===== config.mk =====
export PLATFORM = sky130hd
export DESIGN_NAME = crc24b_attach
export DESIGN_NICKNAME = d
export VERILOG_FILES = /design/src/rtl/crc24b_attach_pkg.sv /design/src/rtl/crc24b_byte.sv /design/src/rtl/crc24b_attach.sv
export SDC_FILE = /design/constraint.sdc
export NUM_CORES = 1
export LEC_CHECK = 0
export ABC_AREA = 0
export CAP_MARGIN = 20
export CORE_ASPECT_RATIO = 0.9
export CORE_MARGIN = 5
export CORE_UTILIZATION = 40
export CTS_BUF_LIST = sky130_fd_sc_hd__clkbuf_16
export DETAILED_ROUTE_END_ITERATION = 8
export GPL_ROUTABILITY_DRIVEN = 1
export HOLD_SLACK_MARGIN = 0.1
export PLACE_DENSITY_LB_ADDON = 0.1
export SETUP_SLACK_MARGIN = 0.1
export SYNTH_ARGS = -nofsm -noshare
export SYNTH_HDL_FRONTEND = slang
export SYNTH_SLANG_ARGS = --single-unit

===== constraint.sdc =====
create_clock -name clk -period 3.1 [get_ports clk]
set_input_delay 0.62 -clock clk [delete_from_list [all_inputs] [get_ports clk]]
set_output_delay 0.62 -clock clk [all_outputs]
set_load 0.03 [all_outputs]

===== src/rtl/crc24b_attach_pkg.sv =====
// Shared constants and FSM state type for the CRC24B attach block.
// The CRC engine and the top both import from here so the polynomial lives in one place.
package crc24b_attach_pkg;

    localparam logic [23:0] CRC_POLY      = 24'h800063;
    localparam int          SMALL_PAYLOAD = 129;
    localparam int          LARGE_PAYLOAD = 765;

    typedef enum logic [1:0] {
        ST_IDLE    = 2'd0,
        ST_PAYLOAD = 2'd1,
        ST_CRC     = 2'd2
    } state_t;

endpackage


===== src/rtl/crc24b_byte.sv =====
// One-byte CRC24B update: eight MSB-first LFSR steps, non-reflected, no final XOR.
module crc24b_byte #(
    parameter logic [23:0] POLY = crc24b_attach_pkg::CRC_POLY
) (
    input  logic [23:0] crc_in,
    input  logic [7:0]  data_byte,
    output logic [23:0] crc_out
);

    always_comb begin
        crc_out = crc_in;
        for (int i = 7; i >= 0; i--) begin
            if (crc_out[23] ^ data_byte[i]) begin
                crc_out = {crc_out[22:0], 1'b0} ^ POLY;
            end else begin
                crc_out = {crc_out[22:0], 1'b0};
            end
        end
    end

endmodule


===== src/rtl/crc24b_attach.sv =====
// Passes a small or large payload block through with one cycle of latency and appends
// its 24-bit CRC (MSB byte first), framing the block with CRC_start / CRC_end pulses.
module crc24b_attach
    import crc24b_attach_pkg::state_t,
           crc24b_attach_pkg::ST_IDLE,
           crc24b_attach_pkg::ST_PAYLOAD,
           crc24b_attach_pkg::ST_CRC;
#(
    parameter logic [23:0] CRC_POLY      = crc24b_attach_pkg::CRC_POLY,
    parameter int          SMALL_PAYLOAD = crc24b_attach_pkg::SMALL_PAYLOAD,
    parameter int          LARGE_PAYLOAD = crc24b_attach_pkg::LARGE_PAYLOAD
) (
    input  logic       clk,
    input  logic       reset,
    input  logic [7:0] data_in,
    input  logic       in_valid,
    input  logic       in_start,
    input  logic       in_blocksize,
    output logic       in_ready,
    output logic [7:0] data_out,
    output logic       out_valid,
    output logic       CRC_start,
    output logic       CRC_blocksize,
    output logic       CRC_end,
    output state_t     state
);

    // Handshake: a byte transfers on a cycle with in_valid && in_ready; in IDLE it must
    // also carry in_start or it is dropped. The output side has no back-pressure.

    localparam logic [9:0] SMALL_LEN = 10'(SMALL_PAYLOAD);
    localparam logic [9:0] LARGE_LEN = 10'(LARGE_PAYLOAD);

    logic [23:0] crc;
    logic [23:0] crc_seed;
    logic [23:0] crc_next;
    logic [9:0]  count;
    logic [9:0]  block_len;
    logic        start_accept;
    logic        pay_accept;

    assign start_accept = (state == ST_IDLE) && in_valid && in_start;
    assign pay_accept   = (state == ST_PAYLOAD) && in_valid;
    assign crc_seed     = start_accept ? 24'h000000 : crc;
    assign block_len    = CRC_blocksize ? LARGE_LEN : SMALL_LEN;

    crc24b_byte #(
        .POLY (CRC_POLY)
    ) u_crc24b_byte (
        .crc_in    (crc_seed),
        .data_byte (data_in),
        .crc_out   (crc_next)
    );

    always_ff @(posedge clk) begin
        if (reset) begin
            state         <= ST_IDLE;
            count         <= 10'd0;
            crc           <= 24'h000000;
            data_out      <= 8'h00;
            out_valid     <= 1'b0;
            CRC_start     <= 1'b0;
            CRC_end       <= 1'b0;
            CRC_blocksize <= 1'b0;
            in_ready      <= 1'b1;
        end else begin
            out_valid <= 1'b0;
            CRC_start <= 1'b0;
            CRC_end   <= 1'b0;
            case (state)
                ST_IDLE: begin
                    if (start_accept) begin
                        CRC_blocksize <= in_blocksize;
                        crc           <= crc_next;
                        count         <= 10'd1;
                        data_out      <= data_in;
                        out_valid     <= 1'b1;
                        CRC_start     <= 1'b1;
                        state         <= ST_PAYLOAD;
                    end
                end
                ST_PAYLOAD: begin
                    if (pay_accept) begin
                        crc       <= crc_next;
                        data_out  <= data_in;
                        out_valid <= 1'b1;
                        if (count + 10'd1 == block_len) begin
                            // count is reused as the CRC byte index from here on
                            count    <= 10'd0;
                            in_ready <= 1'b0;
                            state    <= ST_CRC;
                        end else begin
                            count <= count + 10'd1;
                        end
                    end
                end
                ST_CRC: begin
                    out_valid <= 1'b1;
                    count     <= count + 10'd1;
                    case (count[1:0])
                        2'd0:    data_out <= crc[23:16];
                        2'd1:    data_out <= crc[15:8];
                        default: begin
                            data_out <= crc[7:0];
                            CRC_end  <= 1'b1;
                            count    <= 10'd0;
                            in_ready <= 1'b1;
                            state    <= ST_IDLE;
                        end
                    endcase
                end
                default: begin
                    state    <= ST_IDLE;
                    in_ready <= 1'b1;
                end
            endcase
        end
    end

endmodule


==> run_results.csv <==
group,metric,value,unit
synth,synthTopCellsByArea,"dfxtp_1 33%, nand2_1 7.8%, xnor2_1 5.2%",
timing,rsz0062_at_grt,"no",
worst_hold_path,hold_start,"data_out[3]",
clock_network,clock_sinks,49,
synth,synth_sequential_area_ratio,0.325,
synth,syn_inst,383,
run_status,status,"complete, no violations",
clock_network,clk_latency,290,ps
grt,grt_pass1_vias,2610,
clock_network,cts.clk_slew.worst_paths,70,ps
power_and_ir_drop,cellPowerDensity,594,mW/mm²
floorplan,ios,28,
layout,final_cell_mix,"63 x nand2_1, 49 x dfxtp_1, 29 x nor2_1, 27 x a21oi_1, 27 x clkdlybuf4s50_1",
route,drt_wl_total,8430,µm
worst_hold_path,holdPathStages,2,
timing,drv_slew,0,
layout,fillerInstances,721,
timing,relSlewSlack,0.347,
clock_network,root_buffer,"clkbuf_16",
layout,antennaDiodeCount,0,
route,wl_per_cell,16.9,µm
synth,postSynthNetCount,406,
layout,layout_commonest_cell,"nand2_1",
synth,synth_seq_cells,49,
timing,clock.fmax,365,MHz
timing,tightestPinTransition,980,ps
timing,whs,458,ps
route,met1_length,4300,µm
synth,synth_top_area_frac,0.325,
floorplan,start_util,0.406,
grt,grt_util_all_layers,0.183,
power_and_ir_drop,seq_power_share,0.370,
worst_setup_path,cp-end-kind,"register",
clock_network,cts_hold_buf,0,
grt,grt_max_degree,43,
clock_network,post-cts-setup-buffers,0,
timing,fin_crit,2740,ps
worst_setup_path,required,3300,ps
floorplan,num_rows,30,
timing,period_share,0.885,
power_and_ir_drop,clockPowerShare,0.257,
route,vias,2820,
layout,nets,424,
clock_network,post_cts_resized,0,
worst_setup_path,crit_type,"reg -> reg",
route,wl_met2,3530,µm
route,drt_iter0_drc,179,
floorplan,coreArea,0.00743,mm²
worst_setup_path,critPathLaunch,"count[0]",
layout,syn2layout_area_growth,17.0,%
worst_setup_path,path_max_fanout,11,
route,top_layer,"met4",
power_and_ir_drop,combPwrFrac,0.372,
floorplan,fp.dieArea,0.00938,mm²
clock_network,ctsLongestPathBuffers,2,
synth,yosysUniqueCellTypes,56,
route,drc,0,
placed_design,hpwl,5810,µm
route,ant_nets,0,
power_and_ir_drop,p_sw,0.791,mW
worst_setup_path,crit_path_start_kind,"register",
timing,setup_viol,0,
grt,antenna_found_initial,0,
timing,hold_violations,0,
worst_setup_path,reg2reg_depth,6,
timing,worst_clock_skew,4.38,ps
route,wl_met3,546,µm
route,first_pass_iters,5,
synth,synth_flop_cell,"dfxtp_1",
power_and_ir_drop,vdd.ir_drop.worst,0.000318,V
clock_network,cts-htree-levels,2,
synth,yosysTopAreaCell,"dfxtp_1",
power_and_ir_drop,p_leak,1.21,nW
synth,async_flop_share,0,
power_and_ir_drop,switching_share,0.377,
timing,finalSetupTns,0,ps
grt,grt_pass1_wl,13800,µm
synth,synth_area,0.00302,mm²
synth,yosys_warnings,0,
run,drv_cap,0,
placed_design,place.gp.congestion,0.864,
worst_setup_path,cp.arrival,2940,ps
clock_network,numCtsBuffers,5,
layout,layout-drive-gt1-share,0.0721,
route,drt-vias-per-instance,5.66,
worst_hold_path,min_path_type,"reg -> reg",
floorplan,fp.dieW,102,µm
placed_design,portBuffers,27,
floorplan,die_h,92.4,µm
synth,syn_avg_cell_area,7.87,µm²
clock_network,cts_tree,"built",
grt,gr-total-overflow,0,
synth,synth-edff-count,0,
worst_setup_path,r2r_start,"count[0]",
power_and_ir_drop,p_int,1.30,mW
[layout make-up]
cell class / instances / area, µm² / share of cell area
well taps: 96 / 120 / 0.0341
inverters: 6 / 22.5 / 0.00639
multi-input cells: 296 / 1870 / 0.530
repair buffers: 43 / 390 / 0.111
clock inverters: 3 / 17.5 / 0.00497
clock buffers: 5 / 125 / 0.0355
flip-flops and latches: 49 / 981 / 0.278
[worst max-delay path, stage by stage (launching register included)]
cell,delay [ps]
dfxtp_1,560
ha_1,420
o21ai_0,140
a32o_1,280
a22oi_1,790
o211ai_1,200
a221oi_1,250
[through the flow]
stage	instances	power, mW	utilization	worst slack, ps	area, µm²
6_report	498	2.10	0.475	357	3530
3_3_place_gp	490	1.56	0.455	289	3380
5_1_grt	498	2.22	0.475	141	3530
3_5_place_dp	490	1.57	0.455	238	3380
2_1_floorplan	383	1.29	-	804	3020
4_1_cts	498	2.11	0.475	347	3530
[sequential cells by signal, summed over array words and instances (netlist names)]
signal         count
CRC_blocksize      1
CRC_end            1
CRC_start          1
count             10
crc               24
data_out           8
in_ready           1
out_valid          1
state              2
[per-layer routing]
layer,global-route usage,up-vias
met1,0.284,1304
li1,-,1418
met4,0.0365,0
met5,0,-
met2,0.261,94
met3,0.0346,4
[power by group through the flow]
stage	Clock [mW]	Combinational (mW)	Sequential, mW
5_1_grt	0.573	0.854	0.789
4_1_cts	0.550	0.782	0.777
3_3_place_gp	0	0.771	0.790
2_1_floorplan	0	0.460	0.832
3_5_place_dp	0	0.778	0.791
6_report	0.539	0.780	0.776
[cells by family after synthesis]
logic type | after synthesis | share of synthesized area
simple gates | 160 | 0.261
compound gates | 96 | 0.217
flops | 49 | 0.325
buf+inv | 38 | 0.0544
xor+xnor | 30 | 0.101
fa+ha+maj | 10 | 0.0415
[worst paths after layout]
| path | slack (ps) | to |
|---|---|---|
| worst max-delay path | 360 | count[0] |
| worst min register to register | 460 | data_out[3] |
| worst max register to register | 360 | count[0] |
| worst min-delay path | 460 | data_out[3] |
[synth_stat cells (6+ instances only)]
cell type   n
a211oi_1   10
a21oi_1    27
a22oi_1    12
clkbuf_1   25
dfxtp_1    49
ha_1       10
inv_1       6
nand2_1    63
nand3_1    19
nand4_1     7
nor2_1     29
o211ai_1   10
o21ai_0    10
or4_1       6
xnor2_1    18
xor2_1      9
Note: power is estimated with default switching activity, not from simulation.
